<file path="config.mk">
export PLATFORM = sky130hd
export DESIGN_NAME = led_inten_seq_flat
export DESIGN_NICKNAME = d
export VERILOG_FILES = /design/src/rtl/led_inten_seq_if.sv /design/src/rtl/led_inten_seq.sv /design/src/flat_wrapper.sv
export SDC_FILE = /design/constraint.sdc
export NUM_CORES = 1
export LEC_CHECK = 0
export BUFFER_PORTS_ARGS = -buffer_cell sky130_fd_sc_hd__buf_2
export CAP_MARGIN = 20
export CELL_PAD_IN_SITES_DETAIL_PLACEMENT = 0
export CELL_PAD_IN_SITES_GLOBAL_PLACEMENT = 2
export CORE_ASPECT_RATIO = 0.6
export CORE_MARGIN = 2
export CORE_UTILIZATION = 40
export DETAILED_ROUTE_END_ITERATION = 7
export HOLD_SLACK_MARGIN = 0.08
export PLACE_DENSITY_LB_ADDON = 0.05
export SLEW_MARGIN = 20
export SYNTH_ARGS = -nofsm -noshare
export SYNTH_HDL_FRONTEND = slang
export SYNTH_SLANG_ARGS = --single-unit
</file>
<file path="constraint.sdc">
create_clock -name clk -period 11.7 [get_ports clk]
set_clock_uncertainty 0.1 [all_clocks]
set_input_delay 1.17 -clock clk [delete_from_list [all_inputs] [get_ports clk]]
set_output_delay 1.17 -clock clk [all_outputs]
set_load 0.005 [all_outputs]
</file>
<file path="src/rtl/led_inten_seq_if.sv">
// Sample-stream and result bundle for the LED-bar intensity engine.
// The master drives samples in; the slave returns RMS, peak-hold and thermometer.
interface led_inten_seq_if;
  logic        vld;
  logic [15:0] lft_chnnl;
  logic [15:0] rght_chnnl;
  logic [15:0] inten;
  logic [15:0] peak;
  logic [7:0]  LED;
  logic        busy;
  logic        done;
  logic        ovr;

  modport master (
    output vld, lft_chnnl, rght_chnnl,
    input  inten, peak, LED, busy, done, ovr
  );

  modport slave (
    input  vld, lft_chnnl, rght_chnnl,
    output inten, peak, LED, busy, done, ovr
  );
endinterface

</file>
<file path="src/rtl/led_inten_seq.sv">
// Sequenced RMS of one L/R sample pair via one shared 16x16 multiplier and a
// bit-serial square root, followed by peak-hold/decay and an 8-segment thermometer.
module led_inten_seq #(
  parameter logic [15:0] STEP        = 16'h0200,
  parameter int unsigned HOLD_SMPLS  = 8,
  parameter int unsigned DECAY_SHIFT = 3
) (
  input logic            clk,
  input logic            rst_n,
  led_inten_seq_if.slave bus
);

  typedef enum logic [2:0] {StIdle, StSql, StSqr, StRoot, StUpd} state_e;

  state_e      state_q;
  logic [15:0] mag_l_q, mag_r_q;
  logic [31:0] acc_q, mean_q;
  logic [15:0] root_q;
  logic [3:0]  bit_q;
  logic [7:0]  hold_cnt_q;
  logic [15:0] inten_q, peak_q;
  logic [7:0]  led_q;
  logic        done_q, ovr_q;

  logic [15:0] mul_a, mul_b, trial;
  logic [31:0] product;
  logic [32:0] sum;
  logic [15:0] decay, peak_next;
  logic [7:0]  hold_next, led_next;

  // -32768 maps to 0x8000 because the negation wraps in 16 bits.
  function automatic logic [15:0] mag(input logic [15:0] x);
    return x[15] ? (~x + 16'd1) : x;
  endfunction

  assign trial = root_q | (16'd1 << bit_q);

  always_comb begin
    mul_a = 16'd0;
    mul_b = 16'd0;
    unique case (state_q)
      StSql: begin
        mul_a = mag_l_q;
        mul_b = mag_l_q;
      end
      StSqr: begin
        mul_a = mag_r_q;
        mul_b = mag_r_q;
      end
      StRoot: begin
        mul_a = trial;
        mul_b = trial;
      end
      default: ;
    endcase
  end

  assign product = 32'(mul_a) * 32'(mul_b);
  assign sum     = {1'b0, acc_q} + {1'b0, product};

  always_comb begin
    decay = peak_q >> DECAY_SHIFT;
    if (decay == 16'd0) decay = 16'd1;
    peak_next = peak_q;
    hold_next = hold_cnt_q;
    if (root_q >= peak_q) begin
      peak_next = root_q;
      hold_next = 8'd0;
    end else if (32'(hold_cnt_q) < HOLD_SMPLS) begin
      hold_next = hold_cnt_q + 8'd1;
    end else begin
      peak_next = (peak_q > decay) ? (peak_q - decay) : 16'd0;
    end
  end

  always_comb begin
    led_next    = 8'd0;
    led_next[0] = (peak_next != 16'd0);
    for (int i = 1; i < 8; i++) begin
      led_next[i] = ({16'd0, peak_next} > (i * 32'(STEP)));
    end
  end

  always_ff @(posedge clk or negedge rst_n) begin
    if (!rst_n) begin
      state_q    <= StIdle;
      mag_l_q    <= 16'd0;
      mag_r_q    <= 16'd0;
      acc_q      <= 32'd0;
      mean_q     <= 32'd0;
      root_q     <= 16'd0;
      bit_q      <= 4'd0;
      hold_cnt_q <= 8'd0;
      inten_q    <= 16'd0;
      peak_q     <= 16'd0;
      led_q      <= 8'd0;
      done_q     <= 1'b0;
      ovr_q      <= 1'b0;
    end else begin
      done_q <= 1'b0;
      // Samples arriving mid-computation are dropped and flagged.
      ovr_q  <= bus.vld && (state_q != StIdle);
      case (state_q)
        StIdle: begin
          if (bus.vld) begin
            mag_l_q <= mag(bus.lft_chnnl);
            mag_r_q <= mag(bus.rght_chnnl);
            state_q <= StSql;
          end
        end
        StSql: begin
          acc_q   <= product;
          state_q <= StSqr;
        end
        StSqr: begin
          mean_q  <= sum[32:1];
          root_q  <= 16'd0;
          bit_q   <= 4'd15;
          state_q <= StRoot;
        end
        StRoot: begin
          if (product <= mean_q) root_q <= trial;
          if (bit_q == 4'd0) state_q <= StUpd;
          else               bit_q   <= bit_q - 4'd1;
        end
        StUpd: begin
          inten_q    <= root_q;
          peak_q     <= peak_next;
          hold_cnt_q <= hold_next;
          led_q      <= led_next;
          done_q     <= 1'b1;
          state_q    <= StIdle;
        end
        default: state_q <= StIdle;
      endcase
    end
  end

  assign bus.inten = inten_q;
  assign bus.peak  = peak_q;
  assign bus.LED   = led_q;
  assign bus.busy  = (state_q != StIdle);
  assign bus.done  = done_q;
  assign bus.ovr   = ovr_q;

endmodule

</file>
<file path="src/flat_wrapper.sv">
// flat-port wrapper written by rule: the top's interface ports become plain ports
module led_inten_seq_flat 
#(
  parameter logic [15:0] STEP        = 16'h0200,
  parameter int unsigned HOLD_SMPLS  = 8,
  parameter int unsigned DECAY_SHIFT = 3
)
  (clk, rst_n, bus_vld, bus_lft_chnnl, bus_rght_chnnl, bus_inten, bus_peak, bus_LED, bus_busy, bus_done, bus_ovr);
  led_inten_seq_if bus_i ();
  input logic clk;
  input logic rst_n;
  input wire logic [$bits(bus_i.vld)-1:0] bus_vld;
  input wire logic [$bits(bus_i.lft_chnnl)-1:0] bus_lft_chnnl;
  input wire logic [$bits(bus_i.rght_chnnl)-1:0] bus_rght_chnnl;
  output wire logic [$bits(bus_i.inten)-1:0] bus_inten;
  output wire logic [$bits(bus_i.peak)-1:0] bus_peak;
  output wire logic [$bits(bus_i.LED)-1:0] bus_LED;
  output wire logic [$bits(bus_i.busy)-1:0] bus_busy;
  output wire logic [$bits(bus_i.done)-1:0] bus_done;
  output wire logic [$bits(bus_i.ovr)-1:0] bus_ovr;
  assign bus_i.vld = bus_vld;
  assign bus_i.lft_chnnl = bus_lft_chnnl;
  assign bus_i.rght_chnnl = bus_rght_chnnl;
  assign bus_inten = bus_i.inten;
  assign bus_peak = bus_i.peak;
  assign bus_LED = bus_i.LED;
  assign bus_busy = bus_i.busy;
  assign bus_done = bus_i.done;
  assign bus_ovr = bus_i.ovr;
  led_inten_seq #(.STEP(STEP), .HOLD_SMPLS(HOLD_SMPLS), .DECAY_SHIFT(DECAY_SHIFT)) u_core (.clk(clk), .rst_n(rst_n), .bus(bus_i));
endmodule
</file>
==> impl_metrics.py <==
metrics = {
    "logic_synthesis": {
        "muxShareOfSynthArea": 0.01443,
        "synth-simple-area-share": 0.1484,
        "synth_edf_count": 0,
        "synth_cells": 2121,
        "ys_warn_count": 0,
        "synthDistinctLibCells": 79,
        "synth_top_family_by_area": "adder cells",
        "ys_async_sr_fraction": 1.000,
        "synth_compound_area_frac": 0.1624,
        "syn-cell-area_um2": 18210,
        "avgSynthCellArea_um2": 8.585,
        "synth.ff_latch_count": 168,
        "synth-seq-area-share": 0.2309,
        "ys.flop_type": "dfrtp_1",
        "yosys.area_share.adder": 0.3158,
        "synth_xor_area_frac": 0.03992,
        "synth.net_count": 2516,
    },
    "timing": {
        "drv_slew": 0,
        "finalHoldViolCount": 0,
        "fmax_mhz": 91.05,
        "period_share": 0.9387,
        "setup-tns-final_ns": 0,
        "rsz0062_at_grt": "no",
        "setup_viol_count_final": 0,
        "fin_crit_ns": 10.98,
        "max_slew_margin": 0.3389,
        "tightest_slew_ns": 0.9882,
    },
    "global_route": {
        "globalRouteOverflowTotal": 0,
        "grt_first_pass_wirelength_mm": 86.61,
        "antenna_found_initial": 0,
        "grt_max_degree": 64,
        "grt_usage": 0.2401,
        "grt_pass1_vias": 14190,
    },
    "cts": {
        "cts_resized": 0,
        "root_buffer": "clkbuf_16",
        "post_cts_buffers": 0,
        "insertion_delay_ns": 0.45,
        "cts.sinks": 168,
        "clock_path_buffers": 2,
        "clkTransAtPathRegs_ns": 0.08,
        "cts_tree": "yes",
        "htreeDepth": 4,
        "ctsHoldBuffers": 0,
        "cts_buffers": 17,
    },
    "drt": {
        "drc": 0,
        "vias": 14650,
        "wirelength_mm": 55.09,
        "drtIter0Drc": 1009,
        "ant_nets": 0,
        "wl_per_cell_um": 19.82,
        "avgViaCountPerCell": 5.271,
        "dr.pass1.iters": 5,
    },
    "critical_path": {
        "critical-path-slowest-cell": "or3_1",
        "critPathRequiredTime_ns": 11.92,
        "rrSetupSlack_ns": 0.72,
        "worst-path-max-fanout": 16,
        "timing.rr.start": "u_core.bit_q[0]",
        "cp.arrival_ns": 11.20,
        "critPathKind": "reg2reg",
        "slowest_delay_ns": 0.73,
        "r2r-end": "u_core.root_q[0]",
        "cp-end-kind": "register",
        "r2r_cells": 36,
        "crit_path_start_kind": "register",
    },
    "final_layout": {
        "drive_gt1_frac": 0.08447,
        "n_antenna_cell": 0,
        "nets": 2572,
        "syn_to_final_growth_pct": 9.263,
    },
    "flow_run": {
        "max-cap-violations": 0,
    },
    "outcome": {
        "status": "complete, no violations",
    },
    "die": {
        "dieArea_um2": 47300,
        "die_y_um": 169.3,
        "rows": 60,
        "io_pins": 78,
        "start_util": 0.4056,
        "core_area_um2": 44890,
        "die_x_um": 279.4,
    },
    "place": {
        "place.gp.congestion": 0.8938,
        "hpwl_mm": 44.32,
        "port_buffers": 77,
    },
    "min_path": {
        "worstHoldPathCells": 2,
        "min_to": "u_core.bus.inten[5]",
        "hp-class": "reg2reg",
        "worstHoldStart": "u_core.bus.inten[5]",
    },
}
==> logic make-up after synthesis <==
kind of cell / count (synthesis)
compound gates: 448
simple gates: 612
buf+inv: 426
xor+xnor: 83
fa+ha+maj: 360
flops: 168
mux: 24
==> routing by layer <==
metal,track usage,wire [um],up-vias
met5,0,0,-
met1,0.4061,30700,7070
li1,-,-,7135
met3,0.06911,4686,21
met2,0.2916,19360,422
met4,0.03185,340,0
==> registers in the layout, indices dropped and copies added, names as in the netlist <==
register           count
u_core.root_q         16
u_core.mag_l_q        16
u_core.bus.LED         8
u_core.mag_r_q        16
u_core.bus.inten      16
u_core.bus.done        1
u_core.bus.ovr         1
u_core.state_q         3
u_core.bus.peak       16
u_core.bit_q           4
u_core.acc_q          31
u_core.mean_q         32
u_core.hold_cnt_q      8
==> worst max-delay path: cells and delay by family, from the launching register on <==
kind | cells | cell delay, ns
fa+ha+maj | 9 | 3.99
compound gates | 11 | 2.68
simple gates | 9 | 2.67
buf+inv | 7 | 0.96
flops | 1 | 0.42
==> stage by stage <==
step | instances | util | setup WS, ns | hold slack (ns) | cell area, um2
after floorplan | 2121 | - | 2.337 | 0.3457 | 18210
after global placement | 2747 | 0.4298 | 0.9967 | 0.3557 | 19290
after detailed placement | 2747 | 0.4298 | 0.8526 | 0.3580 | 19290
after CTS | 2779 | 0.4432 | 0.8166 | 0.3836 | 19900
after global routing | 2779 | 0.4432 | 0.09604 | 0.3993 | 19900
final | 2779 | 0.4432 | 0.7167 | 0.3784 | 19900
==> area by class of cell <==
cell class / count / area, um2
fillers: 4511 / 25000
clock inverters: 12 / 155.1
repair buffers: 104 / 594.3
clock buffers: 20 / 446.7
well taps: 589 / 737.0
inverters: 359 / 1348
flip-flops and latches: 168 / 4204
multi-input cells: 1527 / 12410
==> worst max-delay path by stage <==
stage	start	to	cells past startpoint
floorplan	u_core.bit_q[2]	u_core.root_q[0]	35
global placement	u_core.bit_q[0]	u_core.root_q[0]	39
detailed placement	u_core.bit_q[0]	u_core.root_q[0]	37
CTS	u_core.bit_q[0]	u_core.root_q[0]	37
global route	u_core.bit_q[0]	u_core.root_q[0]	37
finish	u_core.bit_q[0]	u_core.root_q[0]	36
==> cell usage in the layout, fill, tap and decap left out, types with 17 or more instances in the layout <==
master	count
nand3_1	27
xnor2_1	46
a21oi_1	75
clkbuf_16	17
mux2_2	18
fa_1	166
a21o_1	49
ha_1	194
nand2b_1	21
o21ai_1	17
nor3_1	33
o31ai_1	19
inv_1	353
nor2_1	131
dfrtp_1	168
xor2_1	37
o211ai_1	27
buf_2	76
buf_4	27
nand2_1	306
o21ai_0	122
a31oi_1	32
==> synth_stat cells (6+ instances only) <==
master    number  area share
inv_1        353       0.073
nand2_1      307       0.063
ha_1         194        0.13
dfrtp_1      168        0.23
fa_1         166        0.18
nor2_1       131       0.027
o21ai_0      122       0.034
a21oi_1       75       0.021
clkbuf_1      59       0.012
a21o_1        49       0.020
xnor2_1       46       0.022
xor2_1        37       0.018
nor3_1        33      0.0091
a31oi_1       32       0.011
nand3_1       27      0.0074
o211ai_1      27       0.011
nand2b_1      22      0.0076
o31ai_1       20      0.0082
mux2_2        18       0.011
o21ai_1       17      0.0047
o21a_1        15      0.0062
or3_1         14      0.0048
and2_1        13      0.0045
nand4_1       12      0.0041
a211oi_1      11      0.0045
nor2b_1       11      0.0038
a22oi_1       10      0.0041
or4_1          9      0.0037
and3_1         8      0.0027
or2_2          7      0.0024
mux2i_1        6      0.0033
o22ai_1        6      0.0021
Power is not shown: default switching activity piles up to over one toggle a cycle in this logic, so the estimate is an artifact.
